## src/rtl/pipe_stall_ctrl.sv

```systemverilog
// Hazard-driven stall/flush control for the D stage plus multiply/divide busy tracking.
// Stall and E_flush are combinational; md_cnt, md_busy and stall_cnt are registered.
module pipe_stall_ctrl #(
  parameter int MULT_CYCLES = 5,
  parameter int DIV_CYCLES  = 10
) (
  input  logic        clk,
  input  logic        reset,
  input  logic [4:0]  D_rs,
  input  logic [4:0]  D_rt,
  input  logic [1:0]  D_rs_tuse,
  input  logic [1:0]  D_rt_tuse,
  input  logic [4:0]  E_A3,
  input  logic [4:0]  M_A3,
  input  logic [1:0]  E_tnew,
  input  logic [1:0]  M_tnew,
  input  logic        D_is_md,
  input  logic [1:0]  E_md_start,
  output logic        Stall,
  output logic        E_flush,
  output logic        md_busy,
  output logic [3:0]  md_cnt,
  output logic [31:0] stall_cnt
);

  localparam logic [3:0] MULT_LOAD = 4'(MULT_CYCLES);
  localparam logic [3:0] DIV_LOAD  = 4'(DIV_CYCLES);

  logic [3:0]  md_cnt_q, md_cnt_d;
  logic [31:0] stall_cnt_q, stall_cnt_d;
  logic        stall_rs_e, stall_rt_e, stall_rs_m, stall_rt_m, stall_md;
  logic        md_start_any;

  // A producer only blocks when its result arrives later than the consumer needs it.
  always_comb begin
    stall_rs_e   = (D_rs != 5'd0) && (D_rs == E_A3) && (E_tnew > D_rs_tuse);
    stall_rt_e   = (D_rt != 5'd0) && (D_rt == E_A3) && (E_tnew > D_rt_tuse);
    stall_rs_m   = (D_rs != 5'd0) && (D_rs == M_A3) && (M_tnew > D_rs_tuse);
    stall_rt_m   = (D_rt != 5'd0) && (D_rt == M_A3) && (M_tnew > D_rt_tuse);
    md_start_any = (E_md_start == 2'b01) || (E_md_start == 2'b10);
    stall_md     = D_is_md && (md_busy || md_start_any);
    Stall        = stall_rs_e | stall_rt_e | stall_rs_m | stall_rt_m | stall_md;
    E_flush      = Stall;
  end

  // A running count ignores new starts; only an idle unit accepts a load.
  always_comb begin
    md_cnt_d = md_cnt_q;
    if (reset) begin
      md_cnt_d = 4'd0;
    end else if (md_cnt_q != 4'd0) begin
      md_cnt_d = md_cnt_q - 4'd1;
    end else if (E_md_start == 2'b01) begin
      md_cnt_d = MULT_LOAD;
    end else if (E_md_start == 2'b10) begin
      md_cnt_d = DIV_LOAD;
    end
  end

  always_comb begin
    stall_cnt_d = stall_cnt_q;
    if (reset) begin
      stall_cnt_d = 32'd0;
    end else if (Stall && (stall_cnt_q != 32'hFFFF_FFFF)) begin
      stall_cnt_d = stall_cnt_q + 32'd1;
    end
  end

  always_ff @(posedge clk) begin
    md_cnt_q    <= md_cnt_d;
    stall_cnt_q <= stall_cnt_d;
  end

  assign md_cnt    = md_cnt_q;
  assign md_busy   = (md_cnt_q != 4'd0);
  assign stall_cnt = stall_cnt_q;

endmodule

```

## config.mk

```make
export PLATFORM = sky130hd
export DESIGN_NAME = pipe_stall_ctrl
export DESIGN_NICKNAME = d
export VERILOG_FILES = /design/src/rtl/pipe_stall_ctrl.sv
export SDC_FILE = /design/constraint.sdc
export NUM_CORES = 1
export LEC_CHECK = 0
export CAP_MARGIN = 20
export CORE_MARGIN = 2
export CORE_UTILIZATION = 50
export CTS_BUF_LIST = sky130_fd_sc_hd__clkbuf_8
export CTS_CLUSTER_SIZE = 28
export DETAILED_ROUTE_END_ITERATION = 10
export DONT_BUFFER_PORTS = 1
export GPL_ROUTABILITY_DRIVEN = 0
export HOLD_SLACK_MARGIN = 0.03
export PLACE_DENSITY = 0.68
export SETUP_SLACK_MARGIN = 0.4
export SLEW_MARGIN = 20
export SYNTH_ARGS = -nofsm -noshare
export SYNTH_HDL_FRONTEND = slang
export SYNTH_SLANG_ARGS = --single-unit
```

## constraint.sdc

```tcl
create_clock -name clk -period 3.4 [get_ports clk]
set_input_delay 1.02 -clock clk [delete_from_list [all_inputs] [get_ports clk]]
set_output_delay 1.02 -clock clk [all_outputs]
set_load 0.01 [all_outputs]
```

# Word-level counts from Yosys, hierarchy flattened
# Cells that the tools add are included.
[word_totals] regBits=36 inputBits=33 out_inout_bits=39
[op_classes] add_sub_neg=2 n_lt_le_gt_ge=4 eq_ne=7 n_mux=3 bitwise=4 reduce_logical=16
[ops] cell="32-bit by 1-bit adder with 32-bit output (second input constant)" count=1
[ops] cell="32-bit inequality test (second input constant)" count=1
[ops] cell="5-bit equality test" count=4
[ops] cell="4-bit two-way mux" count=3
[ops] cell="1-bit logical AND" count=10
[ops] cell="5-bit nonzero test" count=2
[ops] cell="2-bit > comparator" count=4
[ops] cell="1-bit bitwise OR" count=4
[ops] cell="4-bit nonzero test" count=1
[ops] cell="4-bit by 1-bit subtractor with 4-bit output (second input constant)" count=1
[ops] cell="3-bit nonzero test" count=1
[ops] cell="2-bit by 1-bit equality test with 1-bit output (second input constant)" count=1
[ops] cell="2-bit equality test (second input constant)" count=1
[ops] cell="1-bit logical OR" count=2

# Depth between registers and ports, before layout
[depth] ltp_word=8 depth_mapped=12 mapped_depth_nobuf=10

# Worst setup path after synthesis
# Ideal clock, no wire load.
[synth_path] path_type="input to output" start="input port D_rt_tuse[1]" end="output port Stall" t_arrival_ps=2602 t_required_ps=2380 slack_ps=-222 cell_stages=11 path_buffers=3 cell_sequence="inv_1 -> ha_1 -> nand2_1 -> nand4_1 -> nor4_1 -> o22ai_1 -> and3_1 -> buf_6 -> buf_6 -> inv_1 -> buf_4"
[synth_between] elab_chain_len=6 word_cells_on_any_way=8 cone_classes="order compare (2); bitwise (4); reduce/logical (2)"
[synth_lines] item="from (decl)" line_no="12" source="input logic [1:0] D_rt_tuse,"
[synth_lines] item="2-bit > comparator" line_no="37" source="stall_rt_e = (D_rt != 5'd0) && (D_rt == E_A3) && (E_tnew > D_rt_tuse);"
[synth_lines] item="1-bit logical AND" line_no="37"
[synth_lines] item="1-bit bitwise OR (2 in series)" line_no="42" source="Stall = stall_rs_e | stall_rt_e | stall_rs_m | stall_rt_m | stall_md;"
[synth_lines] item="1-bit bitwise OR (*) (2 in series)" line_no="42"
[synth_lines] item="to (decl)" line_no="19" source="output logic Stall,"
# Every way passes the cells marked *; elsewhere a longest branch is shown, timed or not.

# Worst setup path in the final report
[layout_path] start="input port E_tnew[0]" end="output port Stall"
[layout_between] elab_chain_len=6 word_cells_on_any_way=8 cone_classes="order compare (2); bitwise (4); reduce/logical (2)"
[layout_lines] item="from (decl)" line_no="15" source="input logic [1:0] E_tnew,"
[layout_lines] item="2-bit > comparator, on equally long branches" line_no="36, 37"
[layout_lines] item="1-bit logical AND, on equally long branches" line_no="36, 37"
[layout_lines] item="1-bit bitwise OR (*) (4 in series)" line_no="42"
# Marked as above.

==> results by group <==
Critical path
  • Arrival @ worst endpoint: 2.26 ns
  • Worst Path Required: 2.38 ns
  • Crit. Startpoint: E_tnew[0]
  • Critical setup path kind: in2out
  • Worst Setup End Kind: output port
  • Worst-path fanout max: 2
  • Critical path's slowest cell: nor4_1
  • Crit-path max cell delay: 0.30 ns
  • Reg2Reg Launch Point: stall_cnt[3]
  • Element type at the critical path start: input pin
  • Worst-path cell chain: inv_2 > ha_1 > nand2_1 > nand4_1 > nor4_1 > o22ai_1 > and3_4 > clkinvlp_4 > buf_6

Route
  • Drt initial violations: 209
  • Vias per cell: 6.29
  • Total wire length: 6.03 mm
  • Post-DRT Antenna Nets: 0
  • DRC viols: 0
  • Vias: 2277
  • First-pass DRT Iterations: 4
  • WL/cell: 16.7 um

Die
  • Die Wd: 75.1 um
  • Core ar.: 4790 um^2
  • Rows: 25
  • Initial Utilization: 52.8%
  • Die H: 75.1 um
  • DIE AREA: 5640 um^2
  • Num ports: 72

Timing
  • Tmin final: 3.28 ns
  • Hold Vio Cnt, Final: 0
  • Final number of setup-violating endpoints: 0
  • Max_slew headroom: 60.2%
  • Clock skew: 0.00598 ns
  • RSZ-0062 raised after global routing: yes
  • Fmax: 0.305 GHz
  • Final setup TNS: 0 ns
  • Worst Tran Pin Value: 0.596 ns
  • Final Cycle Share: 96.4%
  • Max-slew violation count: 0
  • Final WS setup: 0.122 ns

Power and ir drop
  • Final Power: 1070 uW
  • Leakage: 0.000915 uW
  • Peak supply drop: 0.333 mV
  • Power Dens Cells: 396 nW/um^2

Finish
  • Filler cells: 452
  • Finished Layout Cells: 362
  • Finished Cell Area: 2720 um^2
  • # nets final: 340
  • Storage element area: 721 um^2
  • Multi-input gate area: 1690 um^2
  • Area Overhead vs Synth: 7.48%
  • Diodes inserted: 0
  • Share of layout cells above drive strength 1: 13.9%

Synthesis
  • Mux contribution to synthesized area: 3.12%
  • Synthesized flop and latch total: 36
  • Simple-gate portion of the synthesized area: 31.0%
  • Syn Nets: 346
  • Yosys warnings: 0
  • Post-synth EDFFs: 0
  • Post-Syn Area: 2530 um^2
  • Largest family of logic cells by synthesized area: simple AND/OR/NAND/NOR gates
  • Main synth FF type: dfxtp_1
  • Distinct cells, synth: 47
  • Post-Synth Adder-Cell Area: 5.94%
  • Xor/xnor cell area share of the yosys netlist: 6.93%
  • Compound-gate portion of the synthesized area: 16.7%
  • Post-synthesis cell count: 301
  • Sequential share of the synthesized area: 28.5%
  • Syn_area_per_cell: 8.39 um^2
  • Ys async rst share: 0%

Worst hold path
  • Worst hold start: stall_cnt[22]
  • Worst Hold Class: reg2reg

Placement
  • Post-DP Area: 2540 um^2
  • Dpl ws: 0.0807 ns
  • Post-Place Cells: 353
  • DP Wirelength: 4.25 mm
  • Port buffer count: 0

Clock network
  • Max Root-Sink Buffers: 2
  • Root buffer cell: clkbuf_8
  • CTS Sinks: 36
  • # hold bufs at CTS: 0
  • Total CTS buffers: 5
  • H-Tree Depth: 2
  • Clock latency on the worst-skew pair: 0.30 ns
  • Clock slew seen by the registers of the worst setup and hold paths: 0.07 ns
  • CTS tree: built

GRT
  • Met3 Usage GRT: 5.22%
  • Most Used Layer, Global Route: met2
  • Initial antenna violation count: 0
  • Largest net degree at the start of global routing: 55
  • Met2 Track Usage GR: 37.4%
  • Vias in the first global route: 2120
  • First-pass GRT wire length: 9.67 mm
  • Overflow after GRT: 0
  • All-Layer GR Usage: 22.1%
  • Global Route met1 Usage: 27.1%

Run
  • Max-Cap Viols: 0

Status
  • Outcome: finished clean
## flip-flops by register name, summed over array words and instances (netlist names)
signal	count
stall_cnt	32
md_cnt	4
## layout make-up
cell class	instances	share of cell area [%]
multi-input combinational	229	62.2
timing repair buffer	7	2.53
sequential	36	26.5
clock inverter	2	0.323
clock buffer	5	2.53
inverter	16	2.81
tap	67	3.09
## logic make-up (layout without fill, tap and decap cells)
group | after synthesis | in the layout
buffers and inverters | 36 | 30
adder cells (fa/ha/maj) | 12 | 12
XOR/XNOR | 20 | 20
AND/OR/NAND/NOR | 124 | 124
flip-flops | 36 | 36
AO/OA/AOI/OAI | 67 | 67
multiplexers | 6 | 6
## metrics by stage
step | util (%) | hold slack (ns)
3_5_place_dp | 53.2 | 0.530
2_1_floorplan | - | 0.504
6_report | 56.7 | 0.535
4_1_cts | 55.6 | 0.542
5_1_grt | 56.7 | 0.563
3_3_place_gp | 53.2 | 0.524
## synth_stat cells (2+ instances only)
cell      count  area share [%]
o21ai_0       4            0.79
and3_1        6             1.5
o31ai_1      23             6.8
and4_1        3             1.0
xnor2_1      13             4.5
nand2_1      13             1.9
nor3_2        2            0.79
nand2b_1      2            0.50
clkbuf_1      6            0.89
ha_1         12             5.9
mux2_2        2            0.89
nor2_1       13             1.9
nand4_1      16             4.0
nor4_1        3            0.74
o22ai_1       2            0.50
or4_1        24             7.1
nand3_1      16             3.2
and2_1        3            0.74
xor2_1        7             2.4
buf_2         4            0.79
a21oi_1      29             5.7
nor2b_1       8             2.0
nor3_1        3            0.59
o21ai_1       2            0.40
or3_1         3            0.74
buf_1         2            0.30
inv_1        16             2.4
dfxtp_1      36              29
a31oi_1       2            0.50
buf_6         7             3.1
mux2_4        3             1.8
## worst paths after layout
check                  endpoint  slack (ns)  cells past startpoint
setup reg to reg   stall_cnt[7]        0.70                      7
hold reg to reg   stall_cnt[22]        0.54                      2
hold / removal    stall_cnt[22]        0.54                      2
setup / recovery          Stall        0.12                      9
## worst max-delay path: cells and delay by family
kind / cells / cell delay, ns
simple gates: 4 / 0.63
compound gates: 1 / 0.12
buf+inv: 3 / 0.21
fa+ha+maj: 1 / 0.26
## placed cells by master (no fill, tap or decap), types with 2 or more instances in the layout
| master | synthesis | routed |
|---|---|---|
| dfxtp_1 | 36 | 36 |
| a21oi_1 | 29 | 29 |
| or4_1 | 24 | 24 |
| o31ai_1 | 23 | 23 |
| nand3_1 | 16 | 16 |
| nand4_1 | 16 | 16 |
| xnor2_1 | 13 | 13 |
| nand2_1 | 13 | 13 |
| nor2_1 | 13 | 13 |
| inv_1 | 16 | 12 |
| nor2b_1 | 8 | 7 |
| xor2_1 | 7 | 7 |
| ha_1 | 12 | 7 |
| and3_1 | 6 | 5 |
| ha_4 | 0 | 5 |
| clkbuf_8 | 0 | 5 |
| buf_4 | 1 | 5 |
| inv_2 | 0 | 3 |
| nor4_1 | 3 | 3 |
| o21ai_0 | 4 | 3 |
| and2_1 | 3 | 3 |
| or3_1 | 3 | 3 |
| nor3_1 | 3 | 3 |
| and4_1 | 3 | 3 |
| mux2_4 | 3 | 3 |
| nand2b_1 | 2 | 2 |
| o22ai_1 | 2 | 2 |
| nor3_2 | 2 | 2 |
| mux2_2 | 2 | 2 |
| o21ai_1 | 2 | 2 |
| a31oi_1 | 2 | 2 |
## power breakdown
part,leakage (uW),switching [uW],internal [uW]
clock network,0.0000452,156,136
logic,0.000579,160,127
registers,0.000291,46.9,449
total,0.000915,363,712
## repair_timing
action / 4_1_cts / 5_1_grt
endpoints found under the setup margin: 2 / 2
pin swaps: 4 / 4
buffers inserted: 1 / 1
resized for setup: 6 / 8
## metal layers
metal | wire length, um | part of all wire [%]
met2 | 2970 | 49
met4 | 78 | 1.3
met3 | 415 | 6.9
met1 | 2570 | 43
met5 | 0 | 0
No activity file was read; power rests on OpenSTA's default activity.
